File: config.mk
export PLATFORM = sky130hd
export DESIGN_NAME = hex_result_display
export DESIGN_NICKNAME = d
export VERILOG_FILES = /design/src/rtl/hex_result_display.sv
export SDC_FILE = /design/constraint.sdc
export NUM_CORES = 1
export LEC_CHECK = 0
export CAP_MARGIN = 5
export CORE_MARGIN = 3
export CORE_UTILIZATION = 32
export DETAILED_ROUTE_END_ITERATION = 7
export GPL_TIMING_DRIVEN = 1
export PLACE_DENSITY = 0.5
export SLEW_MARGIN = 20
export SYNTH_ARGS = -nofsm -noshare
export SYNTH_HDL_FRONTEND = slang
export SYNTH_SLANG_ARGS = --single-unit
File: constraint.sdc
create_clock -name Clk -period 2.54 [get_ports Clk]
set_clock_uncertainty 0.05 [all_clocks]
set_input_delay 0.508 -clock Clk [delete_from_list [all_inputs] [get_ports Clk]]
set_output_delay 0.508 -clock Clk [all_outputs]
set_load 0.005 [all_outputs]
File: src/rtl/hex_result_display.sv
// Three-digit multiplexed hex display for the 9-bit adder result (carry, high nibble, low nibble).
// Results are staged in a pending register and committed only at frame boundaries.
module hex_result_display #(
    parameter int REFRESH_DIV  = 50000,
    parameter int BLANK_CYCLES = 500,
    parameter bit BLANK_LZ     = 1'b1
) (
    input  logic       Clk,
    input  logic       nReset,
    input  logic [8:0] R,
    input  logic       Load,
    input  logic       Enable,
    output logic [6:0] Seg,
    output logic [2:0] An,
    output logic       Ovf,
    output logic       Loaded
);

    localparam int MAXC = (REFRESH_DIV > BLANK_CYCLES) ? REFRESH_DIV : BLANK_CYCLES;
    localparam int CW   = $clog2(MAXC);
    localparam logic [CW-1:0] SHOW_LAST  = CW'(REFRESH_DIV - 1);
    localparam logic [CW-1:0] BLANK_LAST = CW'(BLANK_CYCLES - 1);

    typedef enum logic [2:0] {BLANK0, SHOW0, BLANK1, SHOW1, BLANK2, SHOW2} state_t;

    state_t        state, state_n;
    logic [CW-1:0] cnt, cnt_n;
    logic [8:0]    disp, pend_val;
    logic          pend;
    logic          is_show, last, boundary;
    logic [6:0]    seg_n;
    logic [2:0]    an_n;

    function automatic logic [6:0] seg7(input logic [3:0] v);
        case (v)
            4'h0: seg7 = 7'h40;
            4'h1: seg7 = 7'h79;
            4'h2: seg7 = 7'h24;
            4'h3: seg7 = 7'h30;
            4'h4: seg7 = 7'h19;
            4'h5: seg7 = 7'h12;
            4'h6: seg7 = 7'h02;
            4'h7: seg7 = 7'h78;
            4'h8: seg7 = 7'h00;
            4'h9: seg7 = 7'h10;
            4'hA: seg7 = 7'h08;
            4'hB: seg7 = 7'h03;
            4'hC: seg7 = 7'h46;
            4'hD: seg7 = 7'h21;
            4'hE: seg7 = 7'h06;
            default: seg7 = 7'h0E;
        endcase
    endfunction

    always_comb begin
        is_show  = (state == SHOW0) || (state == SHOW1) || (state == SHOW2);
        last     = (cnt == (is_show ? SHOW_LAST : BLANK_LAST));
        boundary = !Enable || ((state == SHOW2) && last);
        state_n  = state;
        cnt_n    = cnt + 1'b1;
        if (!Enable) begin
            state_n = BLANK0;
            cnt_n   = '0;
        end else if (last) begin
            cnt_n = '0;
            case (state)
                BLANK0:  state_n = SHOW0;
                SHOW0:   state_n = BLANK1;
                BLANK1:  state_n = SHOW1;
                SHOW1:   state_n = BLANK2;
                BLANK2:  state_n = SHOW2;
                default: state_n = BLANK0;
            endcase
        end
    end

    // Outputs are decoded from the next state so they change on the same edge as the state.
    // disp is stable here: it only changes on edges that enter BLANK0.
    always_comb begin
        seg_n = 7'h7F;
        an_n  = 3'b111;
        case (state_n)
            SHOW0: begin
                seg_n = seg7(disp[3:0]);
                an_n  = 3'b110;
            end
            SHOW1: begin
                seg_n = seg7(disp[7:4]);
                if (!(BLANK_LZ && (disp[8:4] == 5'd0))) an_n = 3'b101;
            end
            SHOW2: begin
                seg_n = seg7({3'b000, disp[8]});
                if (!(BLANK_LZ && !disp[8])) an_n = 3'b011;
            end
            default: ;
        endcase
    end

    always_ff @(posedge Clk or negedge nReset) begin
        if (!nReset) begin
            state    <= BLANK0;
            cnt      <= '0;
            Seg      <= 7'h7F;
            An       <= 3'b111;
            Ovf      <= 1'b0;
            Loaded   <= 1'b0;
            disp     <= '0;
            pend_val <= '0;
            pend     <= 1'b0;
        end else begin
            state  <= state_n;
            cnt    <= cnt_n;
            Seg    <= seg_n;
            An     <= an_n;
            Loaded <= 1'b0;
            if (boundary) begin
                // A load landing on the boundary bypasses pending and wins over it.
                if (Load) begin
                    disp   <= R;
                    Ovf    <= R[8];
                    Loaded <= 1'b1;
                end else if (pend) begin
                    disp   <= pend_val;
                    Ovf    <= pend_val[8];
                    Loaded <= 1'b1;
                end
                pend <= 1'b0;
            end else if (Load) begin
                pend_val <= R;
                pend     <= 1'b1;
            end
        end
    end

endmodule

---- Word-level counts from Yosys, hierarchy flattened ----
Memories as Yosys holds them, arrays and structs flattened.
Cells that the tools add are included.
word-level totals
  register bits ........................... 50
  bits in latches ......................... 0
  RAM bits ................................ 0
  ROM bits ................................ 224
  input port bits ......................... 13
  logic and storage cells ................. 54
  memories ................................ 2
cells by class
  $add $sub $neg .......................... 1
  $mul .................................... 0
  divide/modulo/power cells ............... 0
  magnitude comparators ................... 0
  equality and inequality tests ........... 9
  shifts and indexed selects .............. 0
  muxes and demuxes ....................... 20
  bitwise operators ....................... 2
  reduce and logical (&&, ||, !) cells .... 11
memory list
  name              words  width  read ports  clocked after memory_dff  write ports  line  source
  (name not given)  16     7      1           0                         0            35    case (v)
  (name not given)  16     7      1           0                         0            35
operators by type and width
  operator                 count
  $mux W16                 3
  $pmux W7 S3              1
  $mux W9                  2
  $add A16 B1 Y16 const B  1
  $eq A16 B16 Y1           1
  $pmux W3 S5              1
  $pmux W7 S2              1
  $eq A3 B2 Y1 const B     3
  $eq A3 B3 Y1 const B     3
  $mux W3                  3
  $pmux W3 S3              1
  $mux W1                  7
  $eq A3 B1 Y1 const B     2
  $logic_not A5 Y1         1
  $reduce_and A2 Y1        2
  $reduce_bool A2 Y1       2
  $logic_not A3 Y1         1
  $logic_or A1 B1 Y1       3
  $mux W2                  1
  $not A1 Y1               2
  $logic_and A1 B1 Y1      1
  $logic_not A1 Y1         1

---- Logic depth before layout (Yosys ltp) ----
  depth after elaboration ................. 9
  depth in mapped cells ................... 8
  gate-level depth less buffers ........... 8

---- Worst setup path after synthesis ----
Ideal clock, no wire load.
  path type ............................... reg-to-reg
  start point ............................. reg cnt[0]
  end point ............................... reg pend_val[0]
  arrival time ............................ 2.145 ns
  slack ................................... 0.220 ns
  stages on the path, launching flop included .. 8
  path buffers ............................ 0
  period minus slack after synthesis ...... 2.320 ns
  path through ............................ dfrtp_1 -> ha_1 -> nor4b_2 -> nand4b_2 -> nor3_1 -> nand2b_1 -> o211ai_4 -> mux2_2
on the way
  word-level cells in the longest chain between the ends .. 5
ends and longest elaborated chain
  what                         line  source
  start, declared              27    logic [CW-1:0] cnt, cnt_n;
  start signal, assigned       112   cnt <= cnt_n;
  $eq A16 B16 Y1               57    last = (cnt == (is_show ? SHOW_LAST : BLANK_LAST));
  $logic_and A1 B1 Y1          58    boundary = !Enable || ((state == SHOW2) && last);
  $logic_or A1 B1 Y1           58
  $not A1 Y1 (no line)         -
  $reduce_and A2 Y1 (no line)  -
  end signal, assigned         108   pend_val <= '0;
  end signal, assigned         129   pend_val <= R;
  end, declared                28    logic [8:0] disp, pend_val;
Every way passes these cells.
A chain may end at the register's enable or synchronous reset.

---- Final worst setup path ----
  start point ............................. reg cnt[1]
  end point ............................... reg pend_val[7]
Same word-level chain as after synthesis.

==> flow_summary.ini <==
[sta]
finalCriticalPeriod_ns = 2.39
tns_ns = 0
final-hold-violation-count = 0
fin_crit_sh_pct = 94.2
relSlewSlack_pct = 65.3
tightest_slew_ns = 0.520
slew_violations = 0
setup_violations = 0
fmax_mhz = 418
whs_ns = 0.124

[route]
drcViolationCount = 0
drt_iter0_drc = 77
routedWlPerCell_um = 14.2
viasPerCell = 4.99
drtAntennaViolNets = 0
num_vias = 2165
dr.pass1.iters = 4
wl_um = 6160

[critical_path]
reg2reg_slack_ns = 0.15
rr_startpoint = cnt[1]
crit_arrival_ns = 2.54
path_class = register to register
endpoint = pend_val[7]
required_ns = 2.69
end_kind = register
ff2ff_path_depth = 8
reg2reg_to = pend_val[7]
crit_path_max_fanout = 9
crit_path_start_kind = register
setup.worst_path.start = cnt[1]

[run_status]
status = completed

[global_routing]
grt_pass1_wl_um = 10400
overflow = 0
groute.layer.met3.usage_pct = 2.57
grtUsageTotal_pct = 12.9
use_met2_pct = 20.2
busiest_layer = met2
antenna_found_initial = 0
first_global_vias = 2152
grt_use_met1_pct = 18.0
grt_max_degree = 29

[final_layout]
final_common_cell = nor2_1
multi_input_area_um2 = 1550
final_cell_mix = nor2_1 (42), dfrtp_1 (39), clkdlybuf4s50_1 (23)
n_fill_cell = 841
fin_area_um2 = 3520
final_nets = 356
antenna_cells = 0
seqCellArea_um2 = 1240
layout.cells.non_filler = 434
syn2layout_area_growth_pct = 23.7
drive_gt1_share_pct = 19.1

[placement]
gp_congestion = 0.853
placed_area_um2 = 3340
place_inst = 424
dpl.hpwl_um = 4540
io_buffers = 24

[floorplan]
core_area_um2 = 8420
dieArea_um2 = 10000
dieWidth_um = 100
initial_core_util_pct = 33.7
io_pins = 25
num_rows = 33
chipHeight_um = 100

[clock_network]
clk_pin_slew_ns = 0.09
numCtsBuffers = 5
tritoncts = done
cts-root-buf = clkbuf_8
h-tree-depth = 2
cts_sinks = 49
clk_latency_ns = 0.31
cts_max_path_buffers = 2

[flow_run]
cap_violations = 0

[synthesis]
yosysWarnings = 0
netlist.area_leader.share_pct = 34.3
synth_area_leader_cell = dfrtp_1
ys_types = 49
avgSynthCellArea_um2 = 9.97
ys_seq_area_share_pct = 43.6
netlist_instances = 285
synth_nets = 313
netlist_area_um2 = 2840
synth_top_cells_by_area = dfrtp_1 (34%), dfstp_2 (9.2%), ha_1 (6.6%)
ys_ff_latch = 49

[power_and_ir_drop]
p_total_uw = 1850
leakage_uw = 0.00151
peakVddDrop_v = 0.000239
p_per_area_nw_per_um2 = 527

[worst_hold_path]
worst_hold_path_type = primary input to async pin
## per-layer routing
layer,vias to the layer above,share of wire [%]
met5,-,0
met1,1029,50
met3,7,3.1
met4,0,1.9
li1,1095,-
met2,34,45
## cells in the mapped netlist, drive strengths merged
master   instances
and4             1
dfstp           10
mux2i           16
mux2            10
buf              4
a211oi           3
nand4b           2
a21boi           3
xnor2            6
o31ai            2
o21a             5
nand2b           2
ha              15
o311a            1
a22o             1
nand3            8
a211o            2
a21oi           15
a2111oi          1
a22oi            4
o41ai            2
nor4b            3
a31oi            2
xor2             8
nand2           16
inv             13
or2              1
nand4            3
a32oi            1
and3             3
nor2b            5
a41oi            1
o21ai           17
nor4             1
dfrtp           39
o211ai           1
clkbuf           6
nor3             6
nor2            42
or4              1
nor3b            2
a2111o           1
## logic make-up (layout without fill, tap and decap cells)
logic type | after synthesis | count (layout) | synth area share [%]
buf+inv | 23 | 67 | 3.21
fa+ha+maj | 15 | 15 | 6.61
compound gates | 62 | 62 | 15.4
xor+xnor | 14 | 14 | 4.32
mux | 26 | 26 | 9.60
flops | 49 | 49 | 43.6
simple gates | 96 | 96 | 17.3
## where the power goes
part           switching [uW]  leakage, uW  internal [uW]
sequential               87.5     0.000599            831
combinational             182     0.000855            186
clock                     271    0.0000554            296
## registers in the layout, indices dropped and copies added (netlist names)
register,flops
An,3
Loaded,1
Ovf,1
Seg,7
cnt,16
disp,8
pend,1
pend_val,9
state,3
## worst max-delay path, stage by stage, from the launching register on
cell	delay (ns)
dfrtp_1	0.40
ha_1	0.19
nor4b_4	0.23
nand4b_2	0.21
nor3_2	0.31
nand2b_1	0.18
o211ai_4	0.23
buf_12	0.15
mux2_2	0.33
## timing repair
action / CTS / global route
setup buffers: 0 / 2
setup endpoints to repair: 0 / 14
gates resized for setup: 0 / 5
hold buffers: 0 / 0
endpoints found under the hold margin: 0 / 0
## stage by stage
step	util, %	worst slack [ns]
global route	41.7	-0.0161
CTS	41.0	0.0322
detailed placement	39.7	0.0581
floorplan	-	0.220
finish	41.7	0.148
global placement	39.7	0.134
## worst min-delay path by stage
| stage | to | depth (start not counted) | startpoint |
|---|---|---|---|
| after floorplan | Loaded | 0 | nReset |
| after global placement | pend | 2 | pend |
| after detailed placement | pend_val[1] | 1 | pend_val[1] |
| after CTS | cnt[12] | 1 | nReset |
| after global routing | cnt[12] | 1 | nReset |
| final | cnt[11] | 1 | nReset |
## final cells by class
class                   instances  area share (%)
multi-input cells             213            44.0
repair buffers                 46            12.5
clock buffers                   6            2.06
clock inverters                 2            1.10
well taps                     105            3.74
inverters                      13            1.39
flip-flops and latches         49            35.2
(Power assumes the default switching activity.)
==> patch: new RTL, config.mk and constraints unchanged <==
Add an input register stage for `R`, `Load` and `Enable`; this delays them by one clock.
--- a/src/rtl/hex_result_display.sv
+++ b/src/rtl/hex_result_display.sv
@@ -22,6 +22,16 @@
     localparam logic [CW-1:0] BLANK_LAST = CW'(BLANK_CYCLES - 1);
 
     typedef enum logic [2:0] {BLANK0, SHOW0, BLANK1, SHOW1, BLANK2, SHOW2} state_t;
+
+    logic [8:0] R_q;
+    logic Load_q;
+    logic Enable_q;
+
+    always_ff @(posedge Clk) begin
+        R_q      <= R;
+        Load_q   <= Load;
+        Enable_q <= Enable;
+    end
 
     state_t        state, state_n;
     logic [CW-1:0] cnt, cnt_n;
@@ -55,10 +65,10 @@
     always_comb begin
         is_show  = (state == SHOW0) || (state == SHOW1) || (state == SHOW2);
         last     = (cnt == (is_show ? SHOW_LAST : BLANK_LAST));
-        boundary = !Enable || ((state == SHOW2) && last);
+        boundary = !Enable_q || ((state == SHOW2) && last);
         state_n  = state;
         cnt_n    = cnt + 1'b1;
-        if (!Enable) begin
+        if (!Enable_q) begin
             state_n = BLANK0;
             cnt_n   = '0;
         end else if (last) begin
@@ -115,9 +125,9 @@
             Loaded <= 1'b0;
             if (boundary) begin
                 // A load landing on the boundary bypasses pending and wins over it.
-                if (Load) begin
-                    disp   <= R;
-                    Ovf    <= R[8];
+                if (Load_q) begin
+                    disp   <= R_q;
+                    Ovf    <= R_q[8];
                     Loaded <= 1'b1;
                 end else if (pend) begin
                     disp   <= pend_val;
@@ -125,8 +135,8 @@
                     Loaded <= 1'b1;
                 end
                 pend <= 1'b0;
-            end else if (Load) begin
-                pend_val <= R;
+            end else if (Load_q) begin
+                pend_val <= R_q;
                 pend     <= 1'b1;
             end
         end
Check against the original RTL: not equivalent (a bounded check fails within 4 cycles, from zero or initial values and one cycle with nReset low).
==> patch against the unedited design <==
  * First-iteration DRC count down 19%
  * Cell count up 0.92%
  * Via count down 3.1%
  * Synthesized area up 5.9%
  * Sequential cell count up 11
  * Power up 34%
  * Count of clock-buffer cells in the layout up 3
  * Wire length down 7.5%
  * Cell area up 5.2%
  * Core utilization down 0.34 points
  * Setup slack worse by 0.0013 ns
  * Critical endpoint is now pend_val[5]$_DFFE_PN0P_
  * Largest cell class is now flip-flops and latches
==> patch: results <==
[clock_tree]
clkLatencyLatePin_ns = 0.34
htree_levels = 3
cts_sinks = 60

[setup_path]
max_stage_delay_ns = 0.54
crit_fanout = 9
cp_slowest_cell = "or4b_4"
rr_worst_depth = 5
arrival_ns = 2.56

[finish]
multiInputGateArea_mm2 = 0.00145
drive_gt1_share_pct = 22.1
fillers = 894
n_all_inverters = 10
clock_buffers = 9
fin_nets = 353
signal_buffers = 41
sh_seq_area_pct = 39.4
clk_share_pct = 6.46

[routing]
wl_met3_um = 223
drt_iter0_markers = 62
wl_per_cell_um = 13.0
wl_met1_mm = 3.05
wl_met2_mm = 2.32
wl_mm = 5.70

[synth]
ys_seq_area_share_pct = 48.5
synthArstFlopShare_pct = 81.7
netlist-cell-type-count = 57
yosysWarnings = 0
syn_nets = 314
synth.avg_cell_area_um2 = 10.5

[grt]
grt_max_degree = 37
grt_util_met3_pct = 2.71
use_met1_pct = 17.0
met2_usage_pct = 16.6
gr-usage-all-layers_pct = 11.8
grt_pass1_vias = 2049
grt_pass1_wl_mm = 9.74

[power]
p_leak_uw = 0.00159
internal-power_uw = 1840
pwr-share-comb_pct = 14.0
ir_worst_vdd_mv = 0.252
p_seq_uw = 1100

[sta]
worst_pin_slew_ns = 0.798

[status]
outcome = "complete, no violations"

[placement]
gp_congestion = 0.748
dp_hpwl_mm = 4.02
dp.cells = 422
[patch: critical path, delay by kind of cell, from the launching register on]
kind	cells	cell delay (ns)
DFF	1	0.38
muxes	1	0.29
AOI/OAI and AO/OA	2	0.72
and+or+nand+nor	2	0.85
[patch: cell families after synthesis]
family / after synthesis / share of synthesized area [%]
flip-flops: 60 / 48.5
AO/OA/AOI/OAI: 52 / 10.9
buffers and inverters: 23 / 4.12
adder cells (fa/ha/maj): 15 / 6.24
XOR/XNOR: 12 / 3.49
AND/OR/NAND/NOR: 97 / 16.4
multiplexers: 27 / 10.4
[patch: repair_timing]
action,4_1_cts,5_1_grt
hold buffers,0,0
hold endpoints to repair,0,0
resized for setup,0,5
endpoints found under the setup margin,0,13
[patch: worst paths after layout]
| kind | to | startpoint | slack [ns] |
|---|---|---|---|
| worst min-delay path | disp[5]$_DFFE_PN0P_ | nReset | 0.20 |
| min in group Clk | pend_val[5]$_DFFE_PN0P_ | R_q[5]$_DFF_P_ | 0.44 |
| worst max register to register | pend_val[5]$_DFFE_PN0P_ | cnt[9]$_DFF_PN0_ | 0.15 |
| max in group asynchronous | cnt[1]$_DFF_PN0_ | nReset | 1.56 |
| worst min register to register | pend_val[5]$_DFFE_PN0P_ | R_q[5]$_DFF_P_ | 0.44 |
| worst max-delay path | pend_val[5]$_DFFE_PN0P_ | cnt[9]$_DFF_PN0_ | 0.15 |
[patch: per-stage QoR]
| step | area [µm²] | power [µW] |
|---|---|---|
| 2_1_floorplan | 3010 | 1360 |
| 3_3_place_gp | 3440 | 1470 |
| 3_5_place_dp | 3440 | 1470 |
| 4_1_cts | 3680 | 2520 |
| 5_1_grt | 3700 | 2620 |
| 6_report | 3700 | 2490 |
